`src/rtl/vga_scanout_if.sv`:
```
// vga_scanout_if: pixel RAM read port between the raster scanout and the frame memory
interface vga_scanout_if;
    logic        rd_en;
    logic [9:0]  x_out;
    logic [9:0]  y_out;
    logic [14:0] rgb_in;
    modport master (output rd_en, x_out, y_out, input rgb_in);
    modport slave  (input rd_en, x_out, y_out, output rgb_in);
endinterface

```
`src/rtl/vga_scanout.sv`:
```
// vga_scanout: 640x480@60 raster timing, per-pixel RAM reads and 2-clk aligned RGB555 video out
module vga_scanout #(
    parameter int H_ACTIVE = 640,
    parameter int H_FP     = 16,
    parameter int H_SYNC   = 96,
    parameter int H_BP     = 48,
    parameter int V_ACTIVE = 480,
    parameter int V_FP     = 10,
    parameter int V_SYNC   = 2,
    parameter int V_BP     = 33
) (
    input  logic          clk,
    input  logic          rst,
    input  logic          en,
    vga_scanout_if.master ram,
    output logic          hsync,
    output logic          vsync,
    output logic          de,
    output logic [4:0]    r,
    output logic [4:0]    g,
    output logic [4:0]    b,
    output logic          frame_start,
    output logic [15:0]   frame_cnt
);
    localparam logic [9:0] HA     = 10'(H_ACTIVE);
    localparam logic [9:0] HS_B   = 10'(H_ACTIVE + H_FP);
    localparam logic [9:0] HS_E   = 10'(H_ACTIVE + H_FP + H_SYNC);
    localparam logic [9:0] H_LAST = 10'(H_ACTIVE + H_FP + H_SYNC + H_BP - 1);
    localparam logic [9:0] VA     = 10'(V_ACTIVE);
    localparam logic [9:0] VS_B   = 10'(V_ACTIVE + V_FP);
    localparam logic [9:0] VS_E   = 10'(V_ACTIVE + V_FP + V_SYNC);
    localparam logic [9:0] V_LAST = 10'(V_ACTIVE + V_FP + V_SYNC + V_BP - 1);

    typedef enum logic {IDLE, RUN} state_t;

    state_t      state_q;
    logic [9:0]  h_q, v_q, h_d, v_d;
    logic [15:0] frame_cnt_q;
    logic [3:0]  s1_q;
    logic [2:0]  s2_q;
    logic [14:0] rgb_q;
    logic        h_wrap, v_wrap, live, active, hs0, vs0, rd;

    // Timing flags are suppressed in IDLE so an unstarted raster shows no video or sync
    always_comb begin
        h_wrap = h_q == H_LAST;
        v_wrap = v_q == V_LAST;
        h_d    = !en ? h_q : h_wrap ? '0 : h_q + 10'd1;
        v_d    = !(en && h_wrap) ? v_q : v_wrap ? '0 : v_q + 10'd1;
        live   = state_q == RUN || en;
        active = h_q < HA && v_q < VA;
        hs0    = live && h_q >= HS_B && h_q < HS_E;
        vs0    = live && v_q >= VS_B && v_q < VS_E;
        rd     = rst && en && live && active;
    end

    assign ram.rd_en   = rd;
    assign ram.x_out   = h_q;
    assign ram.y_out   = v_q;
    assign frame_start = rd && h_q == '0 && v_q == '0;
    assign frame_cnt   = frame_cnt_q;
    assign hsync       = ~s2_q[2];
    assign vsync       = ~s2_q[1];
    assign de          = s2_q[0];
    assign {r, g, b}   = de ? rgb_q : '0;

    always_ff @(posedge clk or negedge rst) begin
        if (!rst) begin
            state_q     <= IDLE;
            h_q         <= '0;
            v_q         <= '0;
            frame_cnt_q <= '0;
            s1_q        <= '0;
            s2_q        <= '0;
            rgb_q       <= '0;
        end else begin
            if (en) state_q <= RUN;
            h_q  <= h_d;
            v_q  <= v_d;
            if (en && h_wrap && v_wrap) frame_cnt_q <= frame_cnt_q + 16'd1;
            s1_q <= {hs0, vs0, live && active, rd};
            s2_q <= s1_q[3:1];
            if (s1_q[0]) rgb_q <= ram.rgb_in;
        end
    end
endmodule

```
`src/flat_wrapper.sv`:
```
// flat-port wrapper written by rule: the top's interface ports become plain ports
module vga_scanout_flat 
#(
    parameter int H_ACTIVE = 640,
    parameter int H_FP     = 16,
    parameter int H_SYNC   = 96,
    parameter int H_BP     = 48,
    parameter int V_ACTIVE = 480,
    parameter int V_FP     = 10,
    parameter int V_SYNC   = 2,
    parameter int V_BP     = 33
)
  (clk, rst, en, hsync, vsync, de, r, g, b, frame_start, frame_cnt, ram_rd_en, ram_x_out, ram_y_out, ram_rgb_in);
  vga_scanout_if ram_i ();
  input  logic clk;
  input  logic rst;
  input  logic en;
  output logic hsync;
  output logic vsync;
  output logic de;
  output logic [4:0] r;
  output logic [4:0] g;
  output logic [4:0] b;
  output logic frame_start;
  output logic [15:0] frame_cnt;
  output wire logic [$bits(ram_i.rd_en)-1:0] ram_rd_en;
  output wire logic [$bits(ram_i.x_out)-1:0] ram_x_out;
  output wire logic [$bits(ram_i.y_out)-1:0] ram_y_out;
  input wire logic [$bits(ram_i.rgb_in)-1:0] ram_rgb_in;
  assign ram_rd_en = ram_i.rd_en;
  assign ram_x_out = ram_i.x_out;
  assign ram_y_out = ram_i.y_out;
  assign ram_i.rgb_in = ram_rgb_in;
  vga_scanout #(.H_ACTIVE(H_ACTIVE), .H_FP(H_FP), .H_SYNC(H_SYNC), .H_BP(H_BP), .V_ACTIVE(V_ACTIVE), .V_FP(V_FP), .V_SYNC(V_SYNC), .V_BP(V_BP)) u_core (.clk(clk), .rst(rst), .en(en), .ram(ram_i), .hsync(hsync), .vsync(vsync), .de(de), .r(r), .g(g), .b(b), .frame_start(frame_start), .frame_cnt(frame_cnt));
endmodule
```
`config.mk`:
```
export PLATFORM = sky130hd
export DESIGN_NAME = vga_scanout_flat
export DESIGN_NICKNAME = d
export VERILOG_FILES = /design/src/rtl/vga_scanout_if.sv /design/src/rtl/vga_scanout.sv /design/src/flat_wrapper.sv
export SDC_FILE = /design/constraint.sdc
export NUM_CORES = 1
export LEC_CHECK = 0
export BUFFER_PORTS_ARGS = -buffer_cell sky130_fd_sc_hd__buf_4
export CAP_MARGIN = 10
export CORE_MARGIN = 1.5
export CORE_UTILIZATION = 45
export CTS_BUF_LIST = sky130_fd_sc_hd__clkbuf_4 sky130_fd_sc_hd__clkbuf_8
export CTS_CLUSTER_DIAMETER = 120
export DETAILED_ROUTE_END_ITERATION = 8
export MAX_ROUTING_LAYER = met4
export PLACE_DENSITY = 0.75
export SLEW_MARGIN = 10
export SYNTH_ARGS = -nofsm -noshare
export SYNTH_HDL_FRONTEND = slang
export SYNTH_SLANG_ARGS = --single-unit
```
`constraint.sdc`:
```
create_clock -name clk -period 4.6 [get_ports clk]
set_input_delay 1.38 -clock clk [delete_from_list [all_inputs] [get_ports clk]]
set_output_delay 1.38 -clock clk [all_outputs]
set_load 0.1 [all_outputs]
```
==> out/qor.csv <==
metric,value,unit
status,"finished, final reports clean",
Worst-Margin Slew,0.862,ns
syn nets,273,
prevailing post-synth register cell,dfrtp_1,
Post-Syn Instances,250,
max_cap viols,0,
DPL Wire Length,4120,µm
TNS Setup,0,ns
pre-CTS WS,1.16,ns
largest family of logic cells by synthesized area,simple AND/OR/NAND/NOR gates,
"Slew Viols, Final",0,
Worst-Skew Late Latency,0.32,ns
adder-cell share of the synthesized area,2.23,%
"count leader, synth",dfrtp_1,
Setup Crit Path Kind,reg2out,
Tcrit/Tclk final,78.0,%
first-pass GRT wire length,9430,µm
via count,2129,
routed len/inst,14.6,µm
first drt pass iteration count,4,
Worst Setup Start Kind,register,
number of flops mapped to enable cells by yosys,0,
CTS tree,built,
# port buffers,73,
Post-CTS Setup Bufs,0,
P_leak,1.76,nW
total CTS buffers,9,
post-synth design cell area,2810,µm²
die height,82.0,µm
vias per inst,5.28,
complex-gate fraction of the synthesized area,1.87,%
Placed Cells,388,
vias in the first global route,1999,
minimum clock period after layout,3.59,ns
largest cells by area after synthesis,"dfrtp_1, xnor2_1, mux2_2",
CP max FO,7,
post-layout util,60.5,%
DRT iter0 DRCs,116,
# setup viols final,0,
Max Clk Rate,279,MHz
post-route antenna net violation count,0,
simple-gate share of the synthesized area,24.1,%
syn avg cell area,11.2,µm²
YS warnings,0,
Commonest cells post-synth,"dfrtp_1, xnor2_1, and2_1, nand4_1, mux2_2",
post_cts resized,0,
Slew HR,42.1,%
unrepaired setup endpoints after global routing,no,
Worst Path Arrival,2.21,ns
# rows,28,
I/O pins,74,
deepest clock path buffer count,2,
initial antenna violation count,0,
Worst Slack Setup Final,1.01,ns
xor-xnor portion of the synthesized cell area,9.04,%
post-synth top area share,52.6,%
number of synthesized register bits,59,
number of remaining DRC errors,0,
Die Wd,82.0,µm
"Hold-fix buffers, CTS",0,
Power Density,382,nW/µm²
share of cells above drive strength 1,33.5,%
total track usage,19.3,%
core region area,5990,µm²
Layout Cells excl Fill,403,
worst hold-check path type,reg2reg,
sequential area share after synthesis,52.6,%
Worst VDD drop,0.342,mV
final hold vios,0,
cell taking the most area after synthesis,dfrtp_1,
Congestion Overflow GR,0,
final wirelength,5880,µm
Syn-to-layout area delta,29.1,%
asr flop ratio synth,100,%
Root Buffer Master,clkbuf_8,
# fillers,516,
RePlAce Congestion,0.787,
die area,6720,µm²
Worst setup EP type,primary output,
mux cell area share after synthesis,6.82,%
synth unique cells,32,
Final Power,1.39,mW
antenna cell count,0,
Final #Nets,347,
htree depth,3,
largest net degree at the start of global routing,60,
Initial Utilization,46.9,%
Worst-path clk slew,0.06,ns
Num Clock Sinks,59,
Worst Skew,0.00781,ns
Required @ worst endpoint,3.22,ns
==> final timing paths <==
kind,from,end,slack [ns],depth (start not counted)
min,u_core.s1_q[3],u_core.s2_q[2],0.35,0
max reg2reg,u_core.ram.y_out[1],u_core.frame_cnt[1],1.90,6
min in group asynchronous,rst,u_core.ram.x_out[7],1.22,2
max,u_core.ram.y_out[1],frame_start,1.01,7
max in group asynchronous,rst,u_core.rgb_q[11],2.90,2
min reg2reg,u_core.s1_q[3],u_core.s2_q[2],0.35,0
==> critical path, stage by stage, from the launching register on <==
cell and delay [ns]:
dfrtp_1 0.45, inv_1 0.09, ha_1 0.13, or4b_4 0.48
nor3_1 0.15, nand4_1 0.15, nor3_2 0.13, buf_4 0.31
==> stage by stage <==
step	instance area, µm²	hold WS [ns]
floorplan	2810	0.331
global placement	3410	0.332
detailed placement	3410	0.336
CTS	3630	0.349
global route	3630	0.359
finish	3630	0.349
==> sequential cells by signal, summed over array words and instances (netlist names) <==
register          flops
u_core.ram.y_out     10
u_core.frame_cnt     16
u_core.s2_q           3
u_core.rgb_q         15
u_core.state_q        1
u_core.s1_q           4
u_core.ram.x_out     10
==> cell type report <==
cell class                      count  area, µm²  share of cell area (%)
Clock buffer                       14        186                    5.14
Clock inverter                      1       30.0                   0.828
Inverter                            9       33.8                   0.932
Multi-Input combinational cell    170       1240                    34.3
Sequential cell                    59       1480                    40.7
Tap cell                           75       93.8                    2.59
Timing Repair Buffer               75        563                    15.5
==> layout by cell type, fill, tap and decap left out, types with 11 or more instances in the layout <==
cell type and n:
xnor2_1 23, mux2_2 16, dfrtp_1 59, and2_1 21
buf_4 75, nand4_1 21, clkbuf_8 13, nor2_1 14
nand3_1 11
==> layer usage <==
layer | GRT usage (%) | part of all wire (%) | up-vias
met5 | - | 0 | -
met4 | 8.47 | 0.95 | 0
met3 | 6.11 | 6.8 | 6
met2 | 29.3 | 49 | 69
met1 | 23.7 | 43 | 1024
li1 | - | - | 1030
==> cell families (layout without fill, tap and decap cells) <==
family | Yosys count | count (layout)
mux | 17 | 17
xor+xnor | 29 | 29
fa+ha+maj | 5 | 5
simple gates | 111 | 111
flops | 59 | 59
compound gates | 8 | 8
buf+inv | 21 | 99
==> where the power goes <==
| part | switching, mW | total [mW] | internal, mW | leakage (nW) |
|---|---|---|---|---|
| sequential | 0.0411 | 0.587 | 0.546 | 0.791 |
| clock | 0.185 | 0.497 | 0.313 | 0.112 |
| combinational | 0.227 | 0.301 | 0.0743 | 0.858 |
| total | 0.453 | 1.39 | 0.933 | 1.76 |
No activity file was read; power rests on OpenSTA's default activity.
